<file path="src/rtl/vga_fb_pkg.sv">
// Shared types and constants for the framebuffer arbiter: owner tags for the
// read-return pipeline, the fixed read latency and the default bus widths.
package vga_fb_pkg;

  localparam int DEF_ADDR_W = 19;
  localparam int DEF_DATA_W = 8;

  // Request cycle to rvalid cycle; the RAM itself contributes one cycle.
  localparam int RD_LATENCY = 3;

  typedef enum logic [1:0] {
    OWN_NONE,
    OWN_DISP,
    OWN_HOST_RD
  } owner_e;

endpackage

</file>
<file path="src/rtl/vga_fb_starve_mon.sv">
// Host starvation monitor: counts consecutive wait cycles (saturating) and
// raises a sticky flag at the limit until the host is next served.
module vga_fb_starve_mon #(
  parameter int STARVE_LIMIT = 1024
) (
  input  logic clk,
  input  logic rst,
  input  logic wait_cycle,
  input  logic served,
  output logic starved
);

  localparam int CNT_W = $clog2(STARVE_LIMIT + 1);
  localparam logic [CNT_W-1:0] LIMIT = CNT_W'(STARVE_LIMIT);

  logic [CNT_W-1:0] cnt;

  // NOTE: sequential state uses non-blocking assignments so every register
  // samples pre-edge values regardless of statement order.
  always_ff @(posedge clk) begin
    if (rst) begin
      cnt     <= '0;
      starved <= 1'b0;
    end else begin
      // Any non-wait cycle (served, or the host withdrew) restarts the count.
      if (wait_cycle) begin
        if (cnt != LIMIT) cnt <= cnt + 1'b1;
        if (cnt >= LIMIT - 1'b1) starved <= 1'b1;
      end else begin
        cnt <= '0;
      end
      if (served) starved <= 1'b0;
    end
  end

endmodule

</file>
<file path="src/rtl/vga_fb_arbiter.sv">
// Fixed-priority arbiter sharing one single-port framebuffer RAM between the
// VGA pixel fetch (always wins) and a host read/write port.
module vga_fb_arbiter
  import vga_fb_pkg::*;
#(
  parameter int ADDR_W       = DEF_ADDR_W,
  parameter int DATA_W       = DEF_DATA_W,
  parameter int STARVE_LIMIT = 1024
) (
  input  logic              clk,
  input  logic              rst,
  input  logic              disp_req,
  input  logic [ADDR_W-1:0] disp_addr,
  output logic              disp_rvalid,
  output logic [DATA_W-1:0] disp_rdata,
  input  logic              host_valid,
  input  logic              host_we,
  input  logic [ADDR_W-1:0] host_addr,
  input  logic [DATA_W-1:0] host_wdata,
  output logic              host_ready,
  output logic              host_rvalid,
  output logic [DATA_W-1:0] host_rdata,
  output logic              host_starved,
  output logic              mem_en,
  output logic              mem_we,
  output logic [ADDR_W-1:0] mem_addr,
  output logic [DATA_W-1:0] mem_wdata,
  input  logic [DATA_W-1:0] mem_rdata
);

  // Tag stages between issue and return; the last stage lines up with mem_rdata.
  localparam int TAG_STAGES = RD_LATENCY - 1;
  localparam int TAG_LAST   = TAG_STAGES - 1;

  owner_e tag_pipe [TAG_STAGES];

  // Host is accepted only in cycles the display leaves idle.
  assign host_ready = host_valid & ~disp_req & ~rst;

  always_ff @(posedge clk) begin
    if (rst) begin
      mem_en      <= 1'b0;
      mem_we      <= 1'b0;
      mem_addr    <= '0;
      mem_wdata   <= '0;
      disp_rvalid <= 1'b0;
      disp_rdata  <= '0;
      host_rvalid <= 1'b0;
      host_rdata  <= '0;
      for (int i = 0; i < TAG_STAGES; i++) tag_pipe[i] <= OWN_NONE;
    end else begin
      if (disp_req) begin
        mem_en      <= 1'b1;
        mem_we      <= 1'b0;
        mem_addr    <= disp_addr;
        tag_pipe[0] <= OWN_DISP;
      end else if (host_ready) begin
        mem_en      <= 1'b1;
        mem_we      <= host_we;
        mem_addr    <= host_addr;
        mem_wdata   <= host_wdata;
        tag_pipe[0] <= host_we ? OWN_NONE : OWN_HOST_RD;
      end else begin
        // Address and write data hold so the RAM bus stays quiet when idle.
        mem_en      <= 1'b0;
        mem_we      <= 1'b0;
        tag_pipe[0] <= OWN_NONE;
      end

      for (int i = 1; i < TAG_STAGES; i++) tag_pipe[i] <= tag_pipe[i-1];

      disp_rvalid <= (tag_pipe[TAG_LAST] == OWN_DISP);
      host_rvalid <= (tag_pipe[TAG_LAST] == OWN_HOST_RD);
      if (tag_pipe[TAG_LAST] == OWN_DISP)    disp_rdata <= mem_rdata;
      if (tag_pipe[TAG_LAST] == OWN_HOST_RD) host_rdata <= mem_rdata;
    end
  end

  vga_fb_starve_mon #(
    .STARVE_LIMIT(STARVE_LIMIT)
  ) u_starve_mon (
    .clk       (clk),
    .rst       (rst),
    .wait_cycle(host_valid & ~host_ready),
    .served    (host_ready),
    .starved   (host_starved)
  );

endmodule
</file>
<file path="config.mk">
export PLATFORM = sky130hd
export DESIGN_NAME = vga_fb_arbiter
export DESIGN_NICKNAME = d
export VERILOG_FILES = /design/src/rtl/vga_fb_pkg.sv /design/src/rtl/vga_fb_starve_mon.sv /design/src/rtl/vga_fb_arbiter.sv
export SDC_FILE = /design/constraint.sdc
export NUM_CORES = 1
export LEC_CHECK = 0
export ABC_AREA = 1
export CAP_MARGIN = 20
export CORE_MARGIN = 4
export CORE_UTILIZATION = 42
export DETAILED_ROUTE_END_ITERATION = 10
export PLACE_DENSITY = 0.8
export SLEW_MARGIN = 20
export SYNTH_ARGS = -nofsm -noshare
export SYNTH_HDL_FRONTEND = slang
export SYNTH_SLANG_ARGS = --single-unit
</file>
<file path="constraint.sdc">
create_clock -name clk -period 1.4 [get_ports clk]
set_input_delay 0.35 -clock clk [delete_from_list [all_inputs] [get_ports clk]]
set_output_delay 0.35 -clock clk [all_outputs]
set_load 0.005 [all_outputs]
</file>
# --- Word level (Yosys, flattened, before mapping) ---
# Memories as Yosys holds them, arrays and structs flattened.
# Index checks and enable logic that the tools add are counted.
op_classes:
  n_mux: 22
  bitwise: 11
  n_reduce_logical: 6
  magnitude_cmp: 1
  addsub: 1
  n_eq_ne: 3
op_table:
  columns: ["cell", "n"]
  rows:
  - ["$mux 19", 2]
  - ["$mux 1", 15]
  - ["$add 11x1->11 const B", 1]
  - ["$ge 11x10->1 const B", 1]
  - ["$ne 11x11->1 const B", 1]
  - ["$mux 2", 5]
  - ["$not 1->1", 4]
  - ["$or 1x1->1", 4]
  - ["$reduce_and 2->1", 2]
  - ["$reduce_or 2->1", 2]
  - ["$and 1x1->1", 3]
  - ["$reduce_or 3->1", 1]
  - ["$eq 2x1->1 const B", 1]
  - ["$eq 2x2->1 const B", 1]
  - ["$reduce_bool 2->1", 1]
totals:
  n_memories: 1
  ramBits: 4
  register_bits: 59
mem_list:
  columns: ["name", "words", "width", "rd", "rd_ports_with_merged_regs", "write_ports", "line_no", "text"]
  rows:
  - ["tag_pipe", 2, 2, 2, 0, 2, "vga_fb_arbiter.sv:35", "owner_e tag_pipe [TAG_STAGES];"]

# --- Longest topological paths before layout ---
# Gate-level depths: netlist of the first run.
logic_depth:
  depth_word: 9
  ltp_mapped: 7
  mapped_depth_nobuf: 7

# --- Modules after synthesis ---
# Synthesis of the first run repeated with hierarchy kept, for this count alone.
hier_totals:
  hier_cells: 390
  area_unflattened_um2: 2728.9
by_module_without_submodules:
  columns: ["module", "seq_area_each_um2", "n_inst", "cells_each", "area_each_um2"]
  rows:
  - ["vga_fb_arbiter", 1061.0, 1, 301, 2102.0]
  - ["vga_fb_starve_mon", 240.2, 1, 89, 626.9]

# --- Worst setup path after synthesis of the first run ---
# Ideal clock, no wire load.
synth_path:
  path_kind: "input to output"
  start: "input port rst"
  end: "output port host_ready"
  t_arrival_ps: 905
  required_time_ps: 1050
  cell_stages: 3
  slack_ps: 145
  cell_sequence: "buf_2 -> nor3_2 -> buf_2"
synth_between:
  elab_chain_len: 2
synth_rtl:
  columns: ["item", "line_no", "text"]
  rows:
  - ["start, declared", "vga_fb_arbiter.sv:11", "input logic rst,"]
  - ["$not 1->1", "vga_fb_arbiter.sv:38", "assign host_ready = host_valid & ~disp_req & ~rst;"]
  - ["$and 1x1->1", "vga_fb_arbiter.sv:38", null]
  - ["end, declared", "vga_fb_arbiter.sv:20", "output logic host_ready,"]
# Every way passes these cells.

# --- Worst setup path in the final report of the first run ---
layout_path:
  start: "input port disp_req"
  end: "output port host_ready"
layout_between:
  elab_chain_len: 3
layout_rtl:
  columns: ["item", "line_no", "text"]
  rows:
  - ["start, declared", "vga_fb_arbiter.sv:12", "input logic disp_req,"]
  - ["$not 1->1 (no source line)", null, null]
  - ["$and 1x1->1 (2 in a row)", "vga_fb_arbiter.sv:38", null]
# Every way passes these cells.

==> flow_summary.yaml, run 1 <==
outcome:
  outcome: "finished clean"
drt:
  vias: 2311
  first_pass_iters: 4
  drt-total-wl_um: 6490
  drc_errors: 0
  ant_nets: 0
  wl_per_cell_um: 13.4
  viasPerCell: 4.76
  dr.first_iter.drc_count: 127
finish:
  multi_input_area_sq_um: 1030
  antenna_cells: 0
  mostFrequentLayoutCell: "dfxtp_1"
  drive_above_1_share_pct: 12.3
  register_area_sq_um: 1310
  n_fill_cell: 507
  areaGrowthSynthToFinish_pct: 58.8
  utilization_pct: 70.3
  layout.cells.most_common_list: "dfxtp_1 (56), clkdlybuf4s50_1 (55), nor2_1 (53)"
  finalNetCount: 470
global_route:
  track_usage_pct: 18.3
  grt_max_degree: 29
  grt_pass1_vias: 2275
  grt_pass1_wl_um: 10500
  busiest_layer: "met2"
  met1_usage_pct: 20.2
  grt-ovfl-total: 0
  gr-usage-met2_pct: 31.7
  antenna_found_initial: 0
  use_met3_pct: 6.21
clock_tree:
  clkSinkCount: 63
  clock_latency_ps: 330
  cts_tree: "done"
  cts.path.max_buffers: 2
  cts_buffers: 9
  cts-root-buf: "clkbuf_8"
  path_clk_slew_ps: 70
  htreeDepth: 3
flow_run:
  drv_cap: 0
critical_path:
  crit_arrival_ps: 1010
  critical_path.cell_chain: "dlygate4sd2_1 > nor3_2 > buf_2"
  slowest_stage: "dlygate4sd2_1"
  crit_fanout: 3
  cp.buffers_inverters: 2
  worstSetupStartpointType: "input pin"
  end_kind: "output port"
  critPathTopFamily: "buffers and inverters"
  path_class: "in2out"
  required_ps: 1050
  slowest_delay_ps: 310
timing:
  rsz0062_at_grt: "false"
  period_minus_slack_ps: 1360
  setup_viol: 0
  maxSlewViolCount: 0
  finalHoldViolCount: 0
  tns_ps: 0
  clock_skew_ps: 8.16
  max_freq_mhz: 733
  timing.final.crit_share_pct: 97.5
pwr:
  p_total_uw: 4390
  power_density_nw_per_um2: 1110
  leakage_uw: 0.00179
  peakVddDrop_mv: 0.860
floorplan:
  die_area_sq_um: 7200
  die_h_um: 84.9
  initial_core_util_pct: 44.3
  rows: 27
  ios: 108
  core-area_sq_um: 5610
  die_w_um: 84.9
synth:
  ys.warnings.count: 0
  synth_seq_cells: 63
  ys_types: 30
  ys_seq_area_share_pct: 52.4
  synth-edff-count: 4
  synth_flop_cell: "dfxtp_1"
  async_flop_share_pct: 0
  mappedNetlistArea_sq_um: 2480
  syn_inst: 283
  synth_area_per_cell_sq_um: 8.77
  synth_area_leader_cell: "dfxtp_1"
  synth.area.top_cells: "dfxtp_1 (48%), nor2_1 (8.2%), mux2i_1 (7.7%)"
  yosys.area.top_type_share_pct: 47.6
placement:
  gp_congestion: 0.784
  place_hpwl_um: 4800
  portBuffers: 107
hold_path:
  min_path_type: "reg2reg"
==> power by group <==
group,total [uW],internal (uW),switching (uW)
registers,1970,1920,48.1
logic,600,356,244
clock network,1820,1100,719
total,4390,3370,1010
==> per-layer routing <==
layer	part of all wire (%)	wire length, um	vias up
met5	0	0	-
met4	2.1	134	0
met3	8.3	536	13
met2	49	3200	83
met1	40	2630	1022
li1	-	-	1193
==> flip-flops by register name, summed over array words and instances (netlist names), 4 cells and up <==
register / count
mem_addr: 19
tag_pipe: 4
disp_rdata: 8
u_starve_mon.cnt: 11
host_rdata: 8
mem_wdata: 8
==> metrics by stage <==
| step | area, sq um | hold slack, ps | setup slack, ps | cells |
|---|---|---|---|---|
| after floorplan | 2490 | 452 | 145 | 286 |
| after global placement | 3700 | 456 | -556 | 468 |
| after detailed placement | 3700 | 458 | -619 | 468 |
| after CTS | 3940 | 466 | 21.7 | 486 |
| after global routing | 3940 | 490 | 2.87 | 486 |
| final | 3940 | 462 | 35.2 | 486 |
==> cell type report <==
cell class	count	share of cell area, %
flip-flops and latches	63	33.1
repair buffers	124	29.9
inverters	24	2.28
clock buffers	12	4.76
multi-input cells	187	26.2
clock inverters	4	1.43
well taps	72	2.28
==> worst min-delay path: stages (launching register included) <==
cell and delay [ps]:
dfxtp_1 310, inv_1 60, a21oi_2 50
==> final timing paths <==
path | from | to | slack [ps] | cells after the start
setup reg to reg | u_starve_mon.cnt[0] | u_starve_mon.cnt[6] | 110 | 6
setup / recovery | disp_req | host_ready | 40 | 3
hold reg to reg | u_starve_mon.starved | u_starve_mon.starved | 460 | 2
hold / removal | u_starve_mon.starved | u_starve_mon.starved | 460 | 2
==> synthesized netlist by cell type, types with 2 or more instances <==
cell type / n
buf_2: 6
nand2_2: 2
nand4_1: 2
ha_1: 2
a21oi_1: 7
nand3_1: 24
o21ai_0: 19
xor2_1: 2
clkinv_1: 2
a21oi_2: 2
inv_1: 17
inv_2: 5
nand2_1: 15
buf_6: 2
a22o_1: 8
buf_4: 3
mux2i_1: 19
o21ai_1: 20
dfxtp_1: 59
nor2_1: 54
edfxtp_1: 4
==> kinds of logic (layout without fill, tap and decap cells) <==
family / Yosys count / in the layout / share of synthesized area [%]
compound gates: 56 / 56 / 12.8
xor+xnor: 3 / 3 / 1.06
fa+ha+maj: 2 / 2 / 1.01
buf+inv: 36 / 164 / 6.80
flops: 63 / 63 / 52.4
mux: 19 / 19 / 7.66
other cells: 1 / 4 / 0.151
simple gates: 103 / 103 / 18.1
==> timing repair <==
item	CTS	global route
hold buffers	0	0
gates cloned	1	0
setup endpoints to repair	89	3
endpoints found under the hold margin	0	0
pin swaps	1	1
resized for setup	62	2
buffers inserted	1	0
Note: power is estimated with default switching activity, not from simulation.
==> run 2: changes to the inputs <==
--- a/config.mk
+++ b/config.mk
@@ -10,6 +10,7 @@
 export CORE_MARGIN = 4
 export CORE_UTILIZATION = 42
 export DETAILED_ROUTE_END_ITERATION = 10
+export GPL_TIMING_DRIVEN = 0
 export PLACE_DENSITY = 0.8
 export SLEW_MARGIN = 20
 export SYNTH_ARGS = -nofsm -noshare
==> run 2 against run 1 <==
Combinational power decreased by 5.5%; utilization decreased by 1.9 points; cell area decreased by 2.7%; highest routed layer unchanged; via count increased by 0.48%; sequential share of layout area increased by 1.0 points; cell count decreased by 0.82%; largest cell class unchanged; power decreased by 3.2%.
==> flow_summary.yaml, run 2 (same netlist as run 1, synthesis figures left out) <==
floorplan:
  core-area_sq_um: 5610
  rows: 27
  die_w_um: 84.9
  ios: 108
  die_area_sq_um: 7200
  die_h_um: 84.9
  initial_core_util_pct: 44.3
pwr:
  leakage_uw: 0.00173
  peakVddDrop_mv: 0.578
  power_density_nw_per_um2: 1110
critical_path:
  reg2reg_from: "u_starve_mon.cnt[1]"
  regToRegSetupSlack_ps: 100
  end_kind: "output port"
  crit_fanout: 3
  path_class: "in2out"
  worstSetupStartpointType: "input pin"
  path_depth: 5
  rr_endpoint: "u_starve_mon.starved"
  cp.buffers_inverters: 4
  required_ps: 1050
  crit_path_end: "host_ready"
  slowest_stage: "nor3_4"
  setup.worst_path.start: "host_valid"
  slowest_delay_ps: 210
  critPathTopFamily: "buffers and inverters"
  crit_arrival_ps: 950
  r2r_cells: 7
  critical_path.cell_chain: "buf_4 > inv_2 > nor3_4 > buf_6 > clkbuf_2"
finish:
  mostFrequentLayoutCell: "clkdlybuf4s50_1"
  utilization_pct: 68.4
  antenna_cells: 0
  n_fill_cell: 522
  finalNetCount: 466
  multi_input_area_sq_um: 1030
  largest_reg_flops: 19
  design_area_sq_um: 3840
  register_area_sq_um: 1310
  drive_above_1_share_pct: 13.4
  areaGrowthSynthToFinish_pct: 54.6
  regMostFlops: "mem_addr"
  layout.cells.most_common_list: "clkdlybuf4s50_1 (55), nor2_1 (53), dfxtp_1 (52)"
  reg_top3: "mem_addr: 19 flops, u_starve_mon.cnt: 11 flops"
drt:
  ant_nets: 0
  wl_per_cell_um: 12.9
  drt-total-wl_um: 6200
  vias: 2322
  dr.first_iter.drc_count: 117
  first_pass_iters: 4
  viasPerCell: 4.82
  drc_errors: 0
timing:
  clock_skew_ps: 8.15
  rsz0062_at_grt: "true"
  setup_viol: 0
  max_freq_mhz: 768
  finalHoldViolCount: 0
  period_minus_slack_ps: 1300
  maxSlewViolCount: 0
  timing.final.crit_share_pct: 93.0
  setup_slack_ps: 97.9
placement:
  portBuffers: 106
  place_hpwl_um: 4760
  place_area_sq_um: 3640
  place_ws_ps: -944
  gp_congestion: 0.767
clock_tree:
  clock_latency_ps: 330
  path_clk_slew_ps: 70
  cts_buffers: 9
  hold_buffers: 0
  cts_tree: "done"
  clkSinkCount: 63
  htreeDepth: 3
  cts.path.max_buffers: 2
  cts-root-buf: "clkbuf_8"
global_route:
  grt_pass1_wl_um: 10400
  grt-ovfl-total: 0
  antenna_found_initial: 0
  grt_max_degree: 13
  grt_pass1_vias: 2296
  track_usage_pct: 17.8
hold_path:
  min_path_type: "in2reg"
flow_run:
  drv_cap: 0
outcome:
  outcome: "finished clean"
run 2: area by class of cell:
| type | count | share of cell area [%] |
|---|---|---|
| clock buffers | 9 | 3.23 |
| well taps | 72 | 2.35 |
| multi-input cells | 187 | 27.0 |
| plain buffers | 12 | 2.28 |
| inverters | 24 | 2.35 |
| clock inverters | 7 | 2.54 |
| flip-flops and latches | 63 | 34.1 |
| repair buffers | 108 | 26.1 |
run 2: where the power goes:
group	switching [uW]	internal, uW
registers	47.6	1920
logic	236	331
clock network	707	1000
total	991	3250
run 2: how the worst min path moves through the flow:
stage	from	end	slack, ps	depth (start not counted)
floorplan	u_starve_mon.starved	u_starve_mon.starved	450	2
global placement	u_starve_mon.starved	u_starve_mon.starved	450	2
detailed placement	u_starve_mon.starved	u_starve_mon.starved	460	2
CTS	rst	disp_rvalid	260	2
global route	rst	host_rvalid	280	2
finish	rst	disp_rvalid	270	2
run 2: timing repair:
item	CTS	global route
pin swaps	1	0
setup endpoints to repair	52	11
buffers inserted	2	0
resized for setup	70	5
run 2: stage by stage:
stage                     hold slack (ps)  std cells  TNS (ps)  total power [uW]
after CTS                             263        482         0              4300
after global routing                  278        482     -50.4              4450
after floorplan                       452        286         0              2230
after detailed placement              456        464    -11190              2640
final                                 273        482         0              4240
after global placement                451        464    -10170              2630
run 2: per-layer routing:
layer | part of all wire [%] | track usage [%]
met1 | 40 | 19.6
met4 | 2.5 | 8.35
met3 | 8.7 | 5.83
met5 | 0 | 0
met2 | 49 | 30.8
==> run 3: changes to the inputs <==
--- a/config.mk
+++ b/config.mk
@@ -12,7 +12,6 @@
 export DETAILED_ROUTE_END_ITERATION = 10
 export GPL_TIMING_DRIVEN = 0
 export PLACE_DENSITY = 0.8
-export SLEW_MARGIN = 20
 export SYNTH_ARGS = -nofsm -noshare
 export SYNTH_HDL_FRONTEND = slang
 export SYNTH_SLANG_ARGS = --single-unit
==> results of run 3 <==
The final DEF is identical to that of run 2; final timing and power are the same.
